**config.mk**
```make
export PLATFORM = sky130hd
export DESIGN_NAME = rx_gate_flat
export DESIGN_NICKNAME = d
export VERILOG_FILES = /design/src/rtl/rx_gate_if.sv /design/src/rtl/rx_gate.sv /design/src/flat_wrapper.sv
export SDC_FILE = /design/constraint.sdc
export NUM_CORES = 1
export LEC_CHECK = 0
export CORE_MARGIN = 2
export CORE_UTILIZATION = 28
export CTS_BUF_LIST = sky130_fd_sc_hd__clkbuf_8
export DETAILED_ROUTE_END_ITERATION = 7
export GPL_ROUTABILITY_DRIVEN = 0
export HOLD_SLACK_MARGIN = 0.03
export PLACE_DENSITY = 0.54
export SETUP_SLACK_MARGIN = 0.3
export SYNTH_ARGS = -nofsm -noshare
export SYNTH_HDL_FRONTEND = slang
export SYNTH_SLANG_ARGS = --single-unit
```
**constraint.sdc**
```tcl
create_clock -name clk -period 3.67 [get_ports clk]
set_input_delay 0.734 -clock clk [delete_from_list [all_inputs] [get_ports clk]]
set_output_delay 0.734 -clock clk [all_outputs]
set_load 0.02 [all_outputs]
```
**src/rtl/rx_gate_if.sv**
```systemverilog
// Control/status bundle between the register block and the rx_gate window generator.
// master drives the controls and reads status; slave is the window generator itself.
interface rx_gate_if #(
  parameter int CW = 16
) ();
  logic          enable;
  logic          sync_in;
  logic          rxstrobe;
  logic [CW-1:0] delay;
  logic [CW-1:0] width;
  logic          clear_status;
  logic          gate_enable;
  logic          window_start;
  logic          window_done;
  logic          busy;
  logic          sync_overrun;
  logic [15:0]   window_count;

  modport master (
    output enable, sync_in, rxstrobe, delay, width, clear_status,
    input  gate_enable, window_start, window_done, busy, sync_overrun, window_count
  );

  modport slave (
    input  enable, sync_in, rxstrobe, delay, width, clear_status,
    output gate_enable, window_start, window_done, busy, sync_overrun, window_count
  );
endinterface

```
**src/rtl/rx_gate.sv**
```systemverilog
// Receive-window generator: after each IPP sync edge, skips `delay` rxstrobes and then
// holds gate_enable high for exactly `width` rxstrobes; reports start/done/count/overrun.
module rx_gate #(
  parameter int SYNC_STAGES = 2,
  parameter int CW          = 16
) (
  input logic     clk,
  input logic     reset,
  rx_gate_if.slave bus
);

  typedef enum logic [1:0] {IDLE, DELAY, WINDOW} state_t;

  localparam logic [CW-1:0] CNT_ONE = {{(CW-1){1'b0}}, 1'b1};

  state_t                 state;
  logic [SYNC_STAGES-1:0] sync_ff_p0;
  logic                   sync_prev_p1;
  logic                   sync_edge_p2;
  logic [CW-1:0]          dly_cnt;
  logic [CW-1:0]          win_cnt;
  logic                   gate_q;
  logic                   start_q;
  logic                   done_q;
  logic                   busy_q;
  logic                   overrun_q;
  logic [15:0]            count_q;

  // Sync path: metastability chain, then a registered rising-edge pulse.
  always_ff @(posedge clk or negedge reset) begin
    if (!reset) begin
      sync_ff_p0   <= '0;
      sync_prev_p1 <= 1'b0;
      sync_edge_p2 <= 1'b0;
    end else begin
      sync_ff_p0   <= {sync_ff_p0[SYNC_STAGES-2:0], bus.sync_in};
      sync_prev_p1 <= sync_ff_p0[SYNC_STAGES-1];
      sync_edge_p2 <= sync_ff_p0[SYNC_STAGES-1] & ~sync_prev_p1;
    end
  end

  // Window FSM: delay/width/enable are only sampled when a sync edge is accepted.
  always_ff @(posedge clk or negedge reset) begin
    if (!reset) begin
      state     <= IDLE;
      dly_cnt   <= '0;
      win_cnt   <= '0;
      gate_q    <= 1'b0;
      start_q   <= 1'b0;
      done_q    <= 1'b0;
      busy_q    <= 1'b0;
      overrun_q <= 1'b0;
      count_q   <= 16'h0000;
    end else begin
      start_q <= 1'b0;
      done_q  <= 1'b0;
      if (bus.clear_status) overrun_q <= 1'b0;
      case (state)
        IDLE: begin
          if (sync_edge_p2 && bus.enable && (bus.width != '0)) begin
            dly_cnt <= bus.delay;
            win_cnt <= bus.width;
            busy_q  <= 1'b1;
            if (bus.delay != '0) begin
              state <= DELAY;
            end else begin
              state   <= WINDOW;
              gate_q  <= 1'b1;
              start_q <= 1'b1;
            end
          end
        end
        DELAY: begin
          // A set in the same cycle as clear_status overrides the clear above.
          if (sync_edge_p2) overrun_q <= 1'b1;
          if (bus.rxstrobe) begin
            dly_cnt <= dly_cnt - CNT_ONE;
            if (dly_cnt == CNT_ONE) begin
              state   <= WINDOW;
              gate_q  <= 1'b1;
              start_q <= 1'b1;
            end
          end
        end
        WINDOW: begin
          if (sync_edge_p2) overrun_q <= 1'b1;
          if (bus.rxstrobe) begin
            win_cnt <= win_cnt - CNT_ONE;
            if (win_cnt == CNT_ONE) begin
              state   <= IDLE;
              gate_q  <= 1'b0;
              busy_q  <= 1'b0;
              done_q  <= 1'b1;
              count_q <= count_q + 16'd1;
            end
          end
        end
        default: state <= IDLE;
      endcase
    end
  end

  assign bus.gate_enable  = gate_q;
  assign bus.window_start = start_q;
  assign bus.window_done  = done_q;
  assign bus.busy         = busy_q;
  assign bus.sync_overrun = overrun_q;
  assign bus.window_count = count_q;

endmodule
```
**src/flat_wrapper.sv**
```systemverilog
// flat-port wrapper written by rule: the top's interface ports become plain ports
module rx_gate_flat 
#(
  parameter int SYNC_STAGES = 2,
  parameter int CW          = 16
)
  (clk, reset, bus_enable, bus_sync_in, bus_rxstrobe, bus_delay, bus_width, bus_clear_status, bus_gate_enable, bus_window_start, bus_window_done, bus_busy, bus_sync_overrun, bus_window_count);
  rx_gate_if #(.CW(CW)) bus_i ();
  input logic clk;
  input logic reset;
  input wire logic [$bits(bus_i.enable)-1:0] bus_enable;
  input wire logic [$bits(bus_i.sync_in)-1:0] bus_sync_in;
  input wire logic [$bits(bus_i.rxstrobe)-1:0] bus_rxstrobe;
  input wire logic [$bits(bus_i.delay)-1:0] bus_delay;
  input wire logic [$bits(bus_i.width)-1:0] bus_width;
  input wire logic [$bits(bus_i.clear_status)-1:0] bus_clear_status;
  output wire logic [$bits(bus_i.gate_enable)-1:0] bus_gate_enable;
  output wire logic [$bits(bus_i.window_start)-1:0] bus_window_start;
  output wire logic [$bits(bus_i.window_done)-1:0] bus_window_done;
  output wire logic [$bits(bus_i.busy)-1:0] bus_busy;
  output wire logic [$bits(bus_i.sync_overrun)-1:0] bus_sync_overrun;
  output wire logic [$bits(bus_i.window_count)-1:0] bus_window_count;
  assign bus_i.enable = bus_enable;
  assign bus_i.sync_in = bus_sync_in;
  assign bus_i.rxstrobe = bus_rxstrobe;
  assign bus_i.delay = bus_delay;
  assign bus_i.width = bus_width;
  assign bus_i.clear_status = bus_clear_status;
  assign bus_gate_enable = bus_i.gate_enable;
  assign bus_window_start = bus_i.window_start;
  assign bus_window_done = bus_i.window_done;
  assign bus_busy = bus_i.busy;
  assign bus_sync_overrun = bus_i.sync_overrun;
  assign bus_window_count = bus_i.window_count;
  rx_gate #(.SYNC_STAGES(SYNC_STAGES), .CW(CW)) u_core (.clk(clk), .reset(reset), .bus(bus_i));
endmodule
```
==> impl_table.tex <==
\begin{tabular}{lr}
\hline
Metric & Value \\
\hline
\multicolumn{2}{l}{\textbf{Outcome}} \\
Outcome & finished clean \\
\multicolumn{2}{l}{\textbf{Clock network}} \\
Setup Buffers After CTS & 0 \\
CTS sink cnt & 59 \\
Number of gates given a new drive strength after cts & 0 \\
Htree depth & 3 \\
Number of hold buffers added after cts & 0 \\
Number of buffers inserted during clock tree synthesis & 9 \\
Clock-pin slew on the worst setup and hold paths & 70 ps \\
Clock Path Buffers & 2 \\
Clk Latency, worst-skew pair & 350 ps \\
Clock tree from TritonCTS & done \\
Clock Root Buffer & clkbuf\_8 \\
\multicolumn{2}{l}{\textbf{Logic synthesis}} \\
Syn\_area\_per\_cell & 9.287 um\^{}2 \\
Main combinational cell family by area after synthesis & simple AND/OR/NAND/NOR gates \\
Combined area of all synthesized cells & 3538 um\^{}2 \\
Post-synthesis adder-cell area fraction & $\sim$3.2\% \\
Portion of the post-synthesis area used by sequential elements & 41.73\% \\
Post-synthesis net count & 428 \\
Number of warning messages in the yosys log & 0 \\
Share of synthesized flip-flops with an asynchronous set or reset & 100.0\% \\
Share of synthesized cell area in and, or, nand and nor gates & 26.73\% \\
Distinct cell type count of the synthesized netlist & 64 \\
Synthesized netlist cell count & 381 \\
Synthesized-area fraction occupied by ao, oa, aoi and oai cells & 18.39\% \\
Portion of netlist area occupied by mux cells & 2.016\% \\
Seq cells post-synth & 59 \\
Top flip-flop cell by instance count after synthesis & dfrtp\_1 \\
Xor and xnor area share after synthesis & 3.713\% \\
Number of flops mapped to enable cells by yosys & 0 \\
\multicolumn{2}{l}{\textbf{Global routing}} \\
Initial antenna violation count & 0 \\
Overall routing resource usage & about 15\% \\
Pin count of the biggest net entering global routing & 46 \\
Total congestion overflow after global routing & 0 \\
Wire length of the first global-routing pass & approximately 15 mm \\
Via count of the first global-routing pass & 2994 \\
\multicolumn{2}{l}{\textbf{Finish}} \\
Multi-input logic area & 1912 um\^{}2 \\
Share of final-layout standard cells stronger than drive strength 1 & 8.989\% \\
Area Overhead vs Synth & 26.56\% \\
Count of fill cells added during filler insertion & 1316 \\
Finished Core Util & between 30\% and 40\% \\
Final Instance Area & 4478 um\^{}2 \\
Antenna diode count & 0 \\
Register Area & 1476 um\^{}2 \\
Final layout net count & between 400 and 500 \\
Number of standard cells in the final layout excluding fillers & 617 \\
\multicolumn{2}{l}{\textbf{Power and ir drop}} \\
Cell internal power dissipation & about 1.7 mW \\
Switching Share & a little over two fifths \\
Sw power & 1.218 mW \\
Cell area power density & 643.0 nW/um\^{}2 \\
Share of power burned in combinational logic & between 40\% and 50\% \\
Maximum vdd drop & 218.5 uV \\
Leakage component of the power & between 1.5 and 2 nW \\
Tot Pwr & 2.880 mW \\
Share of total power in sequential cells & 36.6\% \\
Clk network pwr share & between 20\% and 30\% \\
\multicolumn{2}{l}{\textbf{Hold path}} \\
Class of the tightest hold or removal check & flip-flop to flip-flop \\
\multicolumn{2}{l}{\textbf{Timing}} \\
Clock period minus final worst setup slack & $\sim$2900 ps \\
Number of slew-limit violations in the final report & 0 \\
Total Negative Setup Slacks & 0 ps \\
Clock Skew & 7.605 ps \\
Final hold vios & 0 \\
Highest achievable clock rate & 346.2 MHz \\
Final worst path period share & 78.71\% \\
Unrepaired setup endpoints after global routing & false \\
Slew at the pin closest to its max-slew limit & 1270 ps \\
Endpoints failing setup & 0 \\
Rel. slew slack & between 10\% and 20\% \\
\multicolumn{2}{l}{\textbf{Placement}} \\
Detailed-placement wirelength estimate & 6.686 mm \\
Placed instance count & roughly 600 \\
Total of buffers placed on input and output ports & 58 \\
Standard cell area after detailed placement & 4284 um\^{}2 \\
\multicolumn{2}{l}{\textbf{Die}} \\
Overall die area & 13550 um\^{}2 \\
Chip Height & 116.4 um \\
Die width & 116.4 um \\
Initial standard-cell utilization of the core & 28.39\% \\
Core box area & 12470 um\^{}2 \\
Ports & 59 \\
Row cnt & 41 \\
\multicolumn{2}{l}{\textbf{Routing}} \\
Drt wl/cell & approximately 15 um \\
Vias & 3158 \\
Final antenna-violating net count & 0 \\
Wire length after detailed routing & 9.333 mm \\
Via density per instance & between 5 and 6 \\
Violation count after the first detailed-route iteration & 220 \\
Drc violations & 0 \\
Number of iterations in the first detailed-routing pass & 4 \\
\multicolumn{2}{l}{\textbf{Critical path}} \\
Critical path fanouts, max & 15 \\
Category of the worst setup path capture point & flip-flop \\
Startpoint-to-endpoint class of the critical path & input pin to flip-flop \\
Data arrival at the endpoint of the critical path & 3160 ps \\
Critical path launch point type & input pin \\
Data required time of the worst path & 3940 ps \\
\multicolumn{2}{l}{\textbf{Run}} \\
Max Cap Violations & 0 \\
\hline
\end{tabular}
## logic make-up after synthesis
kind of cell	Yosys count
buffers and inverters	32
AOI/OAI and AO/OA	98
and+or+nand+nor	161
adders and majority gates	9
DFF	59
muxes	7
xor gates and xnor gates	15
## final cells by class
type / instances / share of cell area, %
clock inverter: 4 / 0.9500
multi-input combinational: 290 / 42.69
inverter: 18 / 1.509
sequential: 59 / 32.97
tap: 172 / 4.806
clock buffer: 11 / 3.381
timing repair buffer: 63 / 13.69
## power by group through the flow
| stage | Sequential (mW) | Clock, mW | Combinational (mW) |
|---|---|---|---|
| 5_1_grt | 1.09 | 0.657 | 1.38 |
| 3_3_place_gp | 1.05 | 0 | 1.21 |
| 3_5_place_dp | 1.06 | 0 | 1.22 |
| 6_report | 1.05 | 0.603 | 1.22 |
| 4_1_cts | 1.05 | 0.632 | 1.22 |
| 2_1_floorplan | 1.02 | 0 | 0.929 |
## metal layers
layer	vias up	part of all wire [%]	track usage, %
met3	11	4.5	4.463
met5	-	0	0
met2	70	45	22.33
met1	1530	49	20.16
li1	1547	-	-
met4	0	1.3	4.524
## placed cells by master, fill, tap and decap left out, types with 3 or more instances in the layout
| cell type | n |
|---|---|
| clkdlybuf4s50_1 | 57 |
| nand2_1 | 37 |
| nand2b_1 | 3 |
| ha_1 | 9 |
| buf_4 | 5 |
| inv_1 | 19 |
| o2111ai_1 | 3 |
| a21oi_1 | 29 |
| or3_1 | 6 |
| nand3_1 | 18 |
| o22ai_1 | 9 |
| clkbuf_8 | 11 |
| nor2b_1 | 3 |
| xor2_1 | 9 |
| a32oi_1 | 4 |
| nor2_1 | 25 |
| nor3_1 | 11 |
| o21ai_0 | 11 |
| o211ai_1 | 3 |
| dfrtp_1 | 59 |
| a22oi_1 | 3 |
| nor4_1 | 15 |
| o32ai_1 | 7 |
| o31ai_1 | 3 |
| nor3_2 | 5 |
| mux2i_1 | 6 |
| nand4_1 | 10 |
| xnor2_1 | 6 |
| o21ai_1 | 10 |
## synthesized netlist by cell type (3+ instances only)
library cell   n  area share (%)
a21oi_1       29             4.1
a22oi_1        3            0.64
a32oi_1        4            0.99
clkbuf_1      10             1.1
clkbuf_8       3             1.2
dfrtp_1       59              42
ha_1           9             3.2
inv_1         17             1.8
mux2i_1        6             1.7
nand2_1       37             3.9
nand2b_1       3            0.53
nand3_1       18             2.5
nand4_1       10             1.8
nor2_1        25             2.7
nor2b_1        3            0.53
nor3_1        11             1.6
nor3_2         5             1.4
nor4_1        15             2.7
o2111ai_1      3            0.74
o211ai_1       3            0.64
o21ai_0       11             1.6
o21ai_1       10             1.4
o22ai_1        9             1.6
o31ai_1        3            0.64
o32ai_1        7             1.7
or3_1          6             1.1
xnor2_1        6             1.5
xor2_1         9             2.2
## path summary, 6_finish.rpt
kind / startpoint / endpoint / slack (ps) / cells after the start
max reg2reg: u_core.state[0]$_DFFE_PN0P_ / u_core.win_cnt[14]$_DFFE_PN0P_ / 960 / 7
max: bus_width[13] / u_core.dly_cnt[14]$_DFFE_PN0P_ / 780 / 6
max in group asynchronous: reset / u_core.dly_cnt[8]$_DFFE_PN0P_ / 2310 / 2
min: u_core.sync_ff_p0[0]$_DFF_PN0_ / u_core.sync_ff_p0[1]$_DFF_PN0_ / 340 / 0
min reg2reg: u_core.sync_ff_p0[0]$_DFF_PN0_ / u_core.sync_ff_p0[1]$_DFF_PN0_ / 340 / 0
min in group asynchronous: reset / u_core.win_cnt[8]$_DFFE_PN0P_ / 450 / 1
## worst max-delay path: stages
cell	delay, ps
clkdlybuf4s50_1	440
nor4_1	620
a41o_1	400
a21oi_1	400
and4_1	370
nor3_1	180
## metrics by stage
step	setup slack, ps	hold WS (ps)
after floorplan	1571	331.2
after global placement	535.3	337.7
after detailed placement	479.1	337.8
after CTS	871.6	350.3
after global routing	730.4	362.3
final	781.2	344.8
## state kept, by name, summed over array words and instances, names as in the netlist
name	flops
u_core.bus.window_done	1
u_core.state	2
u_core.sync_edge_p2	1
u_core.sync_prev_p1	1
u_core.bus.gate_enable	1
u_core.bus.window_count	16
u_core.sync_ff_p0	2
u_core.bus.busy	1
u_core.bus.window_start	1
u_core.bus.sync_overrun	1
u_core.dly_cnt	16
u_core.win_cnt	16
No activity file was read; power rests on OpenSTA's default activity.
